[config.mk]
export PLATFORM = sky130hd
export DESIGN_NAME = arbitro_wrr_vc
export DESIGN_NICKNAME = d
export VERILOG_FILES = /design/src/rtl/arbitro_pkg.sv /design/src/rtl/arbitro_route_reg.sv /design/src/rtl/arbitro_wrr_vc.sv
export SDC_FILE = /design/constraint.sdc
export NUM_CORES = 1
export LEC_CHECK = 0
export CAP_MARGIN = 30
export CORE_MARGIN = 3
export CORE_UTILIZATION = 50
export CTS_CLUSTER_DIAMETER = 100
export DETAILED_ROUTE_END_ITERATION = 16
export PLACE_DENSITY = 0.84
export RECOVER_POWER = 25
export SYNTH_ARGS = -nofsm -noshare
export SYNTH_HDL_FRONTEND = slang
export SYNTH_SLANG_ARGS = --single-unit
[constraint.sdc]
create_clock -name clk -period 7.8 [get_ports clk]
set_input_delay 1.56 -clock clk [delete_from_list [all_inputs] [get_ports clk]]
set_output_delay 1.56 -clock clk [all_outputs]
set_load 0.1 [all_outputs]
[src/rtl/arbitro_pkg.sv]
// rtl/arbitro_pkg.sv - shared defaults and FSM state type for the VC weighted round-robin arbiter
package arbitro_pkg;

  localparam int DATA_W_DEF   = 6;
  localparam int DEST_BIT_DEF = 4;

  typedef enum logic [1:0] {
    ST_IDLE  = 2'd0,
    ST_TURN0 = 2'd1,
    ST_TURN1 = 2'd2
  } arb_state_e;

endpackage

[src/rtl/arbitro_route_reg.sv]
// rtl/arbitro_route_reg.sv - registered demux steering a popped word to D0 or D1 by its destination bit
module arbitro_route_reg
  import arbitro_pkg::*;
#(
  parameter int DATA_W   = DATA_W_DEF,
  parameter int DEST_BIT = DEST_BIT_DEF
) (
  input  logic              clk,
  input  logic              reset,
  input  logic [DATA_W-1:0] in_data,
  input  logic              in_valid,
  output logic [DATA_W-1:0] d0_data,
  output logic              d0_push,
  output logic [DATA_W-1:0] d1_data,
  output logic              d1_push
);

  logic [DATA_W-1:0] d0_data_q, d0_data_d;
  logic [DATA_W-1:0] d1_data_q, d1_data_d;
  logic              d0_push_q, d0_push_d;
  logic              d1_push_q, d1_push_d;

  // Data registers hold between pushes; only the selected side is overwritten.
  always_comb begin
    d0_data_d = d0_data_q;
    d1_data_d = d1_data_q;
    d0_push_d = 1'b0;
    d1_push_d = 1'b0;
    if (in_valid) begin
      if (in_data[DEST_BIT]) begin
        d1_data_d = in_data;
        d1_push_d = 1'b1;
      end else begin
        d0_data_d = in_data;
        d0_push_d = 1'b1;
      end
    end
  end

  always_ff @(posedge clk or posedge reset) begin
    if (reset) begin
      d0_data_q <= '0;
      d1_data_q <= '0;
      d0_push_q <= 1'b0;
      d1_push_q <= 1'b0;
    end else begin
      d0_data_q <= d0_data_d;
      d1_data_q <= d1_data_d;
      d0_push_q <= d0_push_d;
      d1_push_q <= d1_push_d;
    end
  end

  assign d0_data = d0_data_q;
  assign d0_push = d0_push_q;
  assign d1_data = d1_data_q;
  assign d1_push = d1_push_q;

endmodule

[src/rtl/arbitro_wrr_vc.sv]
// rtl/arbitro_wrr_vc.sv - weighted round-robin scheduler from VC0/VC1 into destination FIFOs D0/D1
module arbitro_wrr_vc
  import arbitro_pkg::*;
#(
  parameter int DATA_W   = DATA_W_DEF,
  parameter int DEST_BIT = DEST_BIT_DEF,
  parameter int WEIGHT0  = 2,
  parameter int WEIGHT1  = 1
) (
  input  logic              clk,
  input  logic              reset,
  input  logic [DATA_W-1:0] vc0_data,
  input  logic              vc0_empty,
  input  logic [DATA_W-1:0] vc1_data,
  input  logic              vc1_empty,
  input  logic              d0_almost_full,
  input  logic              d1_almost_full,
  output logic              vc0_pop,
  output logic              vc1_pop,
  output logic [DATA_W-1:0] d0_data,
  output logic              d0_push,
  output logic [DATA_W-1:0] d1_data,
  output logic              d1_push,
  output logic              grant_vc
);

  localparam int WMAX  = (WEIGHT0 > WEIGHT1) ? WEIGHT0 : WEIGHT1;
  localparam int CNT_W = $clog2(WMAX + 1);
  localparam logic [CNT_W-1:0] W0_C  = CNT_W'(WEIGHT0);
  localparam logic [CNT_W-1:0] W1_C  = CNT_W'(WEIGHT1);
  localparam logic [CNT_W-1:0] ONE_C = CNT_W'(1);

  arb_state_e        state_q, state_d;
  logic [CNT_W-1:0]  burst_cnt_q, burst_cnt_d;
  logic              grant_vc_q, grant_vc_d;

  logic              elig0, elig1;
  logic              own_vc, own_elig, oth_elig;
  logic [CNT_W-1:0]  own_w;
  logic              gnt_valid, gnt_vc;
  logic [DATA_W-1:0] gnt_data;

  // A VC is only eligible when its head word's destination has room, so a
  // blocked head never stalls the other VC.
  assign elig0 = !vc0_empty && !(vc0_data[DEST_BIT] ? d1_almost_full : d0_almost_full);
  assign elig1 = !vc1_empty && !(vc1_data[DEST_BIT] ? d1_almost_full : d0_almost_full);

  assign own_vc   = (state_q == ST_TURN1);
  assign own_elig = own_vc ? elig1 : elig0;
  assign oth_elig = own_vc ? elig0 : elig1;
  assign own_w    = own_vc ? W1_C : W0_C;

  always_comb begin
    state_d     = state_q;
    burst_cnt_d = burst_cnt_q;
    gnt_valid   = 1'b0;
    gnt_vc      = 1'b0;
    if (state_q == ST_TURN0 || state_q == ST_TURN1) begin
      if (own_elig && (burst_cnt_q < own_w)) begin
        gnt_valid   = 1'b1;
        gnt_vc      = own_vc;
        burst_cnt_d = burst_cnt_q + ONE_C;
      end else if (oth_elig) begin
        gnt_valid   = 1'b1;
        gnt_vc      = !own_vc;
        state_d     = own_vc ? ST_TURN0 : ST_TURN1;
        burst_cnt_d = ONE_C;
      end else if (own_elig) begin
        // Burst spent but the other VC has nothing to send: keep going, saturated.
        gnt_valid   = 1'b1;
        gnt_vc      = own_vc;
        burst_cnt_d = own_w;
      end else begin
        state_d     = ST_IDLE;
        burst_cnt_d = '0;
      end
    end else begin
      state_d     = ST_IDLE;
      burst_cnt_d = '0;
      if (elig0) begin
        gnt_valid   = 1'b1;
        gnt_vc      = 1'b0;
        state_d     = ST_TURN0;
        burst_cnt_d = ONE_C;
      end else if (elig1) begin
        gnt_valid   = 1'b1;
        gnt_vc      = 1'b1;
        state_d     = ST_TURN1;
        burst_cnt_d = ONE_C;
      end
    end
  end

  assign grant_vc_d = gnt_valid ? gnt_vc : grant_vc_q;
  assign gnt_data   = gnt_vc ? vc1_data : vc0_data;

  always_ff @(posedge clk or posedge reset) begin
    if (reset) begin
      state_q     <= ST_IDLE;
      burst_cnt_q <= '0;
      grant_vc_q  <= 1'b0;
    end else begin
      state_q     <= state_d;
      burst_cnt_q <= burst_cnt_d;
      grant_vc_q  <= grant_vc_d;
    end
  end

  assign vc0_pop  = gnt_valid && !gnt_vc && !reset;
  assign vc1_pop  = gnt_valid &&  gnt_vc && !reset;
  assign grant_vc = grant_vc_q;

  arbitro_route_reg #(
    .DATA_W   (DATA_W),
    .DEST_BIT (DEST_BIT)
  ) u_route (
    .clk      (clk),
    .reset    (reset),
    .in_data  (gnt_data),
    .in_valid (gnt_valid),
    .d0_data  (d0_data),
    .d0_push  (d0_push),
    .d1_data  (d1_data),
    .d1_push  (d1_push)
  );

endmodule

==> flow_summary.json, run 1 <==
{
  "setup.worst_path.class": "input pin to output port",
  "synthFlopType": "dfrtp_1",
  "grt.total_usage": 0.225,
  "grt_pass1_wl_um": 4800,
  "floorplan.initialDensity": 0.558,
  "final_nets": 172,
  "fin_crit_ns": 6.42,
  "maxSlewHeadroom": 0.341,
  "syn_to_final_growth_pct": 30.6,
  "cp-end-kind": "output port",
  "ys_warn_count": 0,
  "ys_seq_elements": 18,
  "reg2reg_depth": 9,
  "die_height_um": 54.2,
  "n_antenna_cell": 0,
  "yosysMostFrequentCell": "dfrtp_1",
  "synth_seq_area_share": 0.388,
  "dieArea_mm2": 0.00294,
  "synthArstFlopShare": 1.00,
  "drc": 0,
  "synth_cells": 118,
  "hold_viol_final": 0,
  "cts_tree": "yes",
  "yosysTopAreaCell": "dfrtp_1",
  "startpoint_type": "input pin",
  "synth_xor_area_frac": 0.00754,
  "synth_edf_count": 0,
  "rsz0062_at_grt": "false",
  "dp_hpwl_um": 2150,
  "syn_area_mm2": 0.00116,
  "clockBufferDepth": 2,
  "synth_compound_area_frac": 0.261,
  "yosys-top-cells-count": "dfrtp_1, nor2_1, a21oi_1, nand2_1",
  "ant_nets": 0,
  "outcome": "completed",
  "root_buffer": "clkbuf_4",
  "arrival_ns": 4.86,
  "fill_cells": 165,
  "grt_max_degree": 26,
  "pin_count": 35,
  "post_cts_buffers": 0,
  "synthMuxAreaShare": 0.0453,
  "finalClockSkew_ns": 0.00359,
  "rr_endpoint": "u_route.d1_data[0]$_DFFE_PP0P_",
  "synthTopCellsByArea": "dfrtp_1, o221a_2, o211a_1",
  "avgViaCountPerCell": 5.64,
  "clock-sinks": 18,
  "worstHoldPathType": "flip-flop to flip-flop",
  "required_ns": 6.24,
  "reg2reg_slack_ns": 4.95,
  "synthAdderAreaFrac": 0.0323,
  "cts_resized": 0,
  "syn_nets": 139,
  "synthSimpleGateAreaFrac": 0.212,
  "synth_top_cell_area_share": 0.388,
  "synth_area_per_cell_um2": 9.84,
  "clk_latency_ns": 0.29,
  "fin_tns_setup_ns": 0,
  "drive_above_1_share": 0.141,
  "grt_pass1_vias": 1037,
  "rows": 16,
  "antenna_found_initial": 0,
  "wl_per_cell_um": 15.5,
  "drt_iter0_markers": 33,
  "htree_levels": 1,
  "timing.final.crit_share": 0.823,
  "cts-buffers-inserted": 3,
  "cts.clk_slew.worst_paths_ns": 0.09,
  "synth_top_family_by_area": "compound AO/OA/AOI/OAI gates",
  "ys_types": 37,
  "slew_viol_final": 0,
  "tightest_slew_ns": 0.985,
  "grt.overflow.total": 0,
  "io_buffers": 33,
  "path_max_fanout": 25,
  "gp_routability_congestion": 0.917,
  "num_vias": 992,
  "whs_path_depth": 1,
  "crit_end": "vc0_pop",
  "drt-total-wl_um": 2720,
  "drt_pre_antenna_iters": 4,
  "crit_start": "vc0_data[4]",
  "fp.dieW_um": 54.2,
  "r2r-start": "state_q[0]$_DFFE_PP0P_",
  "fmax_mhz": 156,
  "setup_violations": 0,
  "core_mm2": 0.00208,
  "ctsHoldBuffers": 0,
  "maxCapViolCount": 0
}
-- cells in the final DEF (no fill, tap or decap), types with 2 or more instances in the layout --
cell type	instances
inv_1	6
o211a_1	5
clkbuf_4	3
o221a_2	6
or3_1	6
a21oi_1	8
or4_1	5
nor2_1	9
o21ai_0	5
o22ai_1	2
clkdlybuf4s50_1	31
nand2_1	8
nand3b_1	5
mux2_4	2
nor3_1	2
nand3_1	2
ha_1	3
buf_4	2
dfrtp_1	18
a21o_1	2
and3_1	2
mux2_2	2
-- layout make-up --
| type | instances | area [um2] | share of cell area |
|---|---|---|---|
| tap | 27 | 33.8 | 0.0223 |
| multi-input combinational | 88 | 652 | 0.430 |
| sequential | 18 | 450 | 0.297 |
| inverter | 6 | 22.5 | 0.0149 |
| clock buffer | 3 | 22.5 | 0.0149 |
| timing repair buffer | 34 | 335 | 0.221 |
-- through the flow --
stage	instance area, um2	std cells	setup WS (ns)	utilization	hold WS, ns
floorplan	1160	118	1.26	-	0.481
CTS	1520	176	1.41	0.728	0.474
global route	1520	176	1.24	0.728	0.508
finish	1520	176	1.38	0.728	0.469
global placement	1490	173	1.49	0.718	0.447
detailed placement	1490	173	1.41	0.718	0.452
-- per-layer routing --
metal,global-route usage,up-vias,wire [um]
met4,0.0539,0,13
li1,-,504,-
met1,0.312,468,1330
met5,0,-,0
met2,0.341,18,1280
met3,0.0665,2,97
-- kinds of logic (layout without fill, tap and decap cells) --
family | Yosys count | after routing
simple gates | 45 | 45
compound gates | 34 | 34
flops | 18 | 18
buf+inv | 12 | 43
mux | 4 | 4
fa+ha+maj | 3 | 3
other cells | 1 | 1
xor+xnor | 1 | 1
-- state kept, by name, indices dropped and copies added, names as in the netlist --
| name | flops |
|---|---|
| burst_cnt_q | 2 |
| grant_vc | 1 |
| state_q | 2 |
| u_route.d0_data | 5 |
| u_route.d0_push | 1 |
| u_route.d1_data | 6 |
| u_route.d1_push | 1 |
-- worst max-delay path: stages --
cell             delay [ns]
clkdlybuf4s50_1        0.60
mux2_4                 0.34
or2_0                  0.35
a221oi_4               0.36
o22ai_2                0.11
buf_4                  0.22
nor3_1                 0.15
clkdlybuf4s50_1        1.16
-- worst min path at each step --
stage / from / endpoint / slack (ns)
after floorplan: state_q[0]$_DFFE_PP0P_ / state_q[0]$_DFFE_PP0P_ / 0.48
after global placement: u_route.d1_data[4]$_DFFE_PP0P_ / u_route.d1_data[4]$_DFFE_PP0P_ / 0.45
after detailed placement: u_route.d1_data[4]$_DFFE_PP0P_ / u_route.d1_data[4]$_DFFE_PP0P_ / 0.45
after CTS: u_route.d1_data[4]$_DFFE_PP0P_ / u_route.d1_data[4]$_DFFE_PP0P_ / 0.47
after global routing: u_route.d1_data[4]$_DFFE_PP0P_ / u_route.d1_data[4]$_DFFE_PP0P_ / 0.51
final: u_route.d1_data[4]$_DFFE_PP0P_ / u_route.d1_data[4]$_DFFE_PP0P_ / 0.47
Power of run 1 is not shown: default switching activity piles up to over one toggle a cycle in this logic, so the estimate is an artifact.
==> inputs of run 2 (changes only) <==
--- a/config.mk
+++ b/config.mk
@@ -7,10 +7,10 @@
 export LEC_CHECK = 0
 export CAP_MARGIN = 30
 export CORE_MARGIN = 3
-export CORE_UTILIZATION = 50
+export CORE_UTILIZATION = 46
 export CTS_CLUSTER_DIAMETER = 100
 export DETAILED_ROUTE_END_ITERATION = 16
-export PLACE_DENSITY = 0.84
+export PLACE_DENSITY = 0.79
 export RECOVER_POWER = 25
 export SYNTH_ARGS = -nofsm -noshare
 export SYNTH_HDL_FRONTEND = slang
==> constraint.sdc (replaced) <==
create_clock -name clk -period 6 [get_ports clk]
set_input_delay 1.2 -clock clk [delete_from_list [all_inputs] [get_ports clk]]
set_output_delay 1.2 -clock clk [all_outputs]
set_load 0.1 [all_outputs]
==> flow_summary.json, run 2 (synthesis results as in run 1) <==
{
  "outcome": "completed",
  "final_common_cell": "clkdlybuf4s50_1",
  "reg2reg_slack_ns": 3.14,
  "io_buffers": 33,
  "cp-end-kind": "output port",
  "clk_latency_ns": 0.30,
  "num_vias": 1049,
  "drt_iter0_markers": 33,
  "holdWs_ns": 0.490,
  "stdcell_area_mm2": 0.00154,
  "fin_total_pwr_uw": 932,
  "min_to": "u_route.d1_data[4]$_DFFE_PP0P_",
  "setup.worst_path.class": "input pin to output port",
  "rr_endpoint": "u_route.d1_data[5]$_DFFE_PP0P_",
  "worstHoldPathType": "flip-flop to flip-flop",
  "die_height_um": 56.2,
  "rows": 17,
  "p_leak_uw": 0.000627,
  "whs_path_depth": 1,
  "avgViaCountPerCell": 5.89,
  "drt_pre_antenna_iters": 4,
  "drc": 0,
  "seq_power_share": 0.215,
  "cts_tree": "yes",
  "finalClockSkew_ns": 0.00370,
  "min_from": "u_route.d1_data[4]$_DFFE_PP0P_",
  "grt.total_usage": 0.190,
  "pwr-share-clk": 0.084,
  "reg2reg_depth": 9,
  "power.density_mw_per_mm2": 605,
  "core_mm2": 0.00230,
  "maxSlewHeadroom": 0.342,
  "switchingPower_uw": 544,
  "final_nets": 172,
  "n_antenna_cell": 0,
  "p_int_uw": 388,
  "dieArea_mm2": 0.00316,
  "startpoint_type": "input pin",
  "pin_count": 35,
  "cts-buffers-inserted": 3,
  "dpl_cell_area_mm2": 0.00151,
  "ir_worst_vdd_v": 0.000622,
  "root_buffer": "clkbuf_4",
  "p_comb_frac": 0.701,
  "fp.dieW_um": 56.2,
  "required_ns": 4.80,
  "largest_reg_flops": 6,
  "antenna_found_initial": 0,
  "htree_levels": 1,
  "tightest_slew_ns": 0.983,
  "dp_hpwl_um": 2210,
  "path_max_fanout": 25,
  "ctsHoldBuffers": 0,
  "clock-sinks": 18,
  "layout_common_cells": "clkdlybuf4s50_1, dfrtp_1, nor2_1",
  "syn_to_final_growth_pct": 32.8,
  "switching_share": 0.584,
  "wl_per_cell_um": 16.1,
  "cts.clk_slew.worst_paths_ns": 0.11,
  "setup_violations": 0,
  "grt_pass1_wl_um": 4690,
  "post_cts_buffers": 0,
  "r2r-start": "state_q[0]$_DFFE_PP0P_",
  "fin_tns_setup_ns": 0,
  "gp_routability_congestion": 0.964,
  "ant_nets": 0,
  "hold_viol_final": 0,
  "fmax_mhz": 201,
  "drt-total-wl_um": 2870,
  "cts_resized": 0,
  "grt_max_degree": 26,
  "rsz0062_at_grt": "false",
  "floorplan.initialDensity": 0.505,
  "maxCapViolCount": 0,
  "slew_viol_final": 0,
  "fin_crit_ns": 4.97,
  "drive_above_1_share": 0.153,
  "grt_pass1_vias": 1001,
  "arrival_ns": 3.77,
  "timing.final.crit_share": 0.829,
  "grt.overflow.total": 0,
  "clockBufferDepth": 2
}
run 2: changes by cell type in the layout (fill, tap and decap cells not counted):
| cell | before | now |
|---|---|---|
| buf_12 | 0 | 1 |
| clkbuf_8 | 0 | 1 |
| clkdlybuf4s50_1 | 31 | 30 |
run 2: area by class of cell:
cell class              instances  area, um2
repair buffers                 34        345
well taps                      28       35.0
fillers                       194        756
multi-input cells              88        652
flip-flops and latches         18        450
inverters                       6       22.5
clock buffers                   4       36.3
run 2: per-layer routing:
metal  global-route usage  wire (um)  vias up
li1                     -          -      508
met1                0.263       1310      509
met2                0.290       1370       28
met3               0.0278        144        4
met4               0.0847         36        0
met5                    0          0        -
run 2: power groups by stage:
stage / clock network [uW] / registers [uW] / logic (uW)
floorplan: 0 / 493 / 215
global placement: 0 / 201 / 640
detailed placement: 0 / 204 / 650
CTS: 79.1 / 201 / 652
global route: 85.7 / 207 / 683
finish: 78.4 / 200 / 653
run 2: critical path, stage by stage:
cell and delay, ns:
clkdlybuf4s50_1 0.74, mux2_2 0.43, a2111oi_4 0.44, a221oi_4 0.11, o22ai_2 0.14, buf_4 0.26
and3_1 0.25, buf_12 0.19
run 2: worst max path at each step:
stage	start	endpoint	slack (ns)	depth (start not counted)
detailed placement	vc1_data[4]	vc1_pop	1.05	8
global route	vc1_data[4]	vc1_pop	0.90	8
floorplan	vc0_data[4]	vc0_pop	0.18	8
finish	vc1_data[4]	vc1_pop	1.03	8
CTS	vc1_data[4]	vc1_pop	1.03	8
global placement	vc1_data[4]	vc1_pop	1.12	8
run 2: stage by stage:
step / setup WS, ns / instances / utilization
floorplan: 0.178 / 118 / -
global placement: 1.12 / 174 / 0.655
detailed placement: 1.05 / 174 / 0.655
CTS: 1.03 / 178 / 0.671
global route: 0.896 / 178 / 0.671
finish: 1.03 / 178 / 0.671
Power figures use the tool's default switching activity.
==> inputs of run 3 (changes only) <==
--- a/config.mk
+++ b/config.mk
@@ -7,10 +7,10 @@
 export LEC_CHECK = 0
 export CAP_MARGIN = 30
 export CORE_MARGIN = 3
-export CORE_UTILIZATION = 46
+export CORE_UTILIZATION = 42
 export CTS_CLUSTER_DIAMETER = 100
 export DETAILED_ROUTE_END_ITERATION = 16
-export PLACE_DENSITY = 0.79
+export PLACE_DENSITY = 0.76
 export RECOVER_POWER = 25
 export SYNTH_ARGS = -nofsm -noshare
 export SYNTH_HDL_FRONTEND = slang
==> constraint.sdc (replaced) <==
create_clock -name clk -period 4.5 [get_ports clk]
set_input_delay 0.9 -clock clk [delete_from_list [all_inputs] [get_ports clk]]
set_output_delay 0.9 -clock clk [all_outputs]
set_load 0.1 [all_outputs]
==> flow_summary.json, run 3 (synthesis results as in run 1) <==
{
  "n_antenna_cell": 0,
  "fp.dieW_um": 58.6,
  "cp-end-kind": "output port",
  "rsz0062_at_grt": "false",
  "root_buffer": "clkbuf_4",
  "io_buffers": 33,
  "fin_crit_ns": 3.98,
  "slowest_stage": "clkdlybuf4s50_1",
  "crit_chain": "clkdlybuf4s50_1, mux2_4, or2_0, a221oi_4, o22ai_2, nor3_2, buf_12",
  "wl_per_cell_um": 15.6,
  "min_from": "u_route.d1_data[4]$_DFFE_PP0P_",
  "ctsHoldBuffers": 0,
  "grt.overflow.total": 0,
  "slew_viol_final": 0,
  "rows": 18,
  "tightest_slew_ns": 0.976,
  "slowest_delay_ns": 0.61,
  "whs_path_depth": 1,
  "path_max_fanout": 8,
  "cts_tree": "yes",
  "avgViaCountPerCell": 5.84,
  "final_common_cell": "clkdlybuf4s50_1",
  "fin_tns_setup_ns": 0,
  "stdcell_area_mm2": 0.00157,
  "dpl_cell_area_mm2": 0.00154,
  "outcome": "completed",
  "post_cts_buffers": 0,
  "grt_max_degree": 24,
  "antenna_found_initial": 0,
  "setup_violations": 0,
  "arrival_ns": 3.08,
  "syn_to_final_growth_pct": 35.5,
  "largest_reg_flops": 6,
  "drt_iter0_markers": 60,
  "drt_pre_antenna_iters": 4,
  "min_to": "u_route.d1_data[4]$_DFFE_PP0P_",
  "pin_count": 35,
  "dp_hpwl_um": 2220,
  "fill_cells": 207,
  "cts.clk_slew.worst_paths_ns": 0.12,
  "num_vias": 1062,
  "die_height_um": 58.6,
  "clockBufferDepth": 2,
  "rr_endpoint": "u_route.d1_data[0]$_DFFE_PP0P_",
  "finalClockSkew_ns": 0.0133,
  "r2r-start": "state_q[0]$_DFFE_PP0P_",
  "final_nets": 174,
  "fmax_mhz": 251,
  "grt.total_usage": 0.185,
  "timing.final.crit_share": 0.885,
  "ant_nets": 0,
  "drive_above_1_share": 0.164,
  "worstHoldPathType": "flip-flop to flip-flop",
  "drc": 0,
  "maxSlewHeadroom": 0.347,
  "reg2reg_depth": 9,
  "layout_common_cells": "clkdlybuf4s50_1, dfrtp_1, nor2_1",
  "hold_viol_final": 0,
  "power.density_mw_per_mm2": 790,
  "p_leak_uw": 0.000637,
  "grt_pass1_wl_um": 4910,
  "htree_levels": 1,
  "cts_resized": 0,
  "maxCapViolCount": 0,
  "drt-total-wl_um": 2840,
  "reg2reg_slack_ns": 1.52,
  "cts-buffers-inserted": 3,
  "fin_ws_ns": 0.519,
  "dieArea_mm2": 0.00343,
  "required_ns": 3.60,
  "grt_pass1_vias": 1032,
  "clock-sinks": 18,
  "setup.worst_path.class": "input pin to output port",
  "floorplan.initialDensity": 0.456,
  "clk_latency_ns": 0.30,
  "ir_worst_vdd_v": 0.000818,
  "core_mm2": 0.00254,
  "gp_routability_congestion": 0.904,
  "startpoint_type": "input pin",
  "dp_worst_setup_slack_ns": 0.508
}
-- run 3: changes by cell type in the layout (fill, tap and decap cells not counted), sizes merged --
cell    change
buf         +1
clkbuf      +1
-- run 3: worst max-delay path by stage --
stage | from | endpoint | slack [ns] | cells after the start
final | vc0_data[4] | vc0_pop | 0.52 | 7
after global routing | vc0_data[4] | vc0_pop | 0.41 | 6
after CTS | vc0_data[4] | vc0_pop | 0.51 | 7
after detailed placement | vc0_data[4] | vc1_pop | 0.51 | 7
after global placement | vc0_data[4] | vc0_pop | 0.58 | 7
after floorplan | vc0_data[4] | vc0_pop | 0.14 | 8
-- run 3: per-layer routing --
layer  share of wire  vias up  track usage
li1                -      511            -
met1            0.46      514        0.254
met2            0.48       32        0.298
met3           0.044        5       0.0285
met4           0.014        0       0.0583
met5               0        -            0
-- run 3: area by class of cell --
class                   count  area (um2)  share of cell area
inverters                   6        22.5              0.0143
clock buffers               4        36.3              0.0231
repair buffers             36         369               0.235
multi-input cells          88         657               0.418
flip-flops and latches     18         450               0.286
well taps                  30        37.5              0.0239
-- run 3: report_power, final --
| part | internal (uW) | total (uW) | switching, uW |
|---|---|---|---|
| clock network | 49.3 | 102 | 52.7 |
| registers | 227 | 267 | 40.0 |
| logic | 244 | 873 | 629 |
| total | 521 | 1240 | 721 |
-- run 3: worst max-delay path: cells and delay by family --
family                 cells  cell delay [ns]
AOI/OAI and AO/OA          2             0.48
muxes                      1             0.34
and+or+nand+nor            2             0.53
buffers and inverters      2             0.82
-- run 3: through the flow --
| step | util | hold WS, ns | std cells | total power (uW) |
|---|---|---|---|---|
| after detailed placement | 0.605 | 0.462 | 178 | 1140 |
| after floorplan | - | 0.481 | 118 | 945 |
| after global routing | 0.618 | 0.509 | 182 | 1310 |
| final | 0.618 | 0.482 | 182 | 1240 |
| after global placement | 0.605 | 0.449 | 178 | 1130 |
| after CTS | 0.619 | 0.489 | 182 | 1250 |
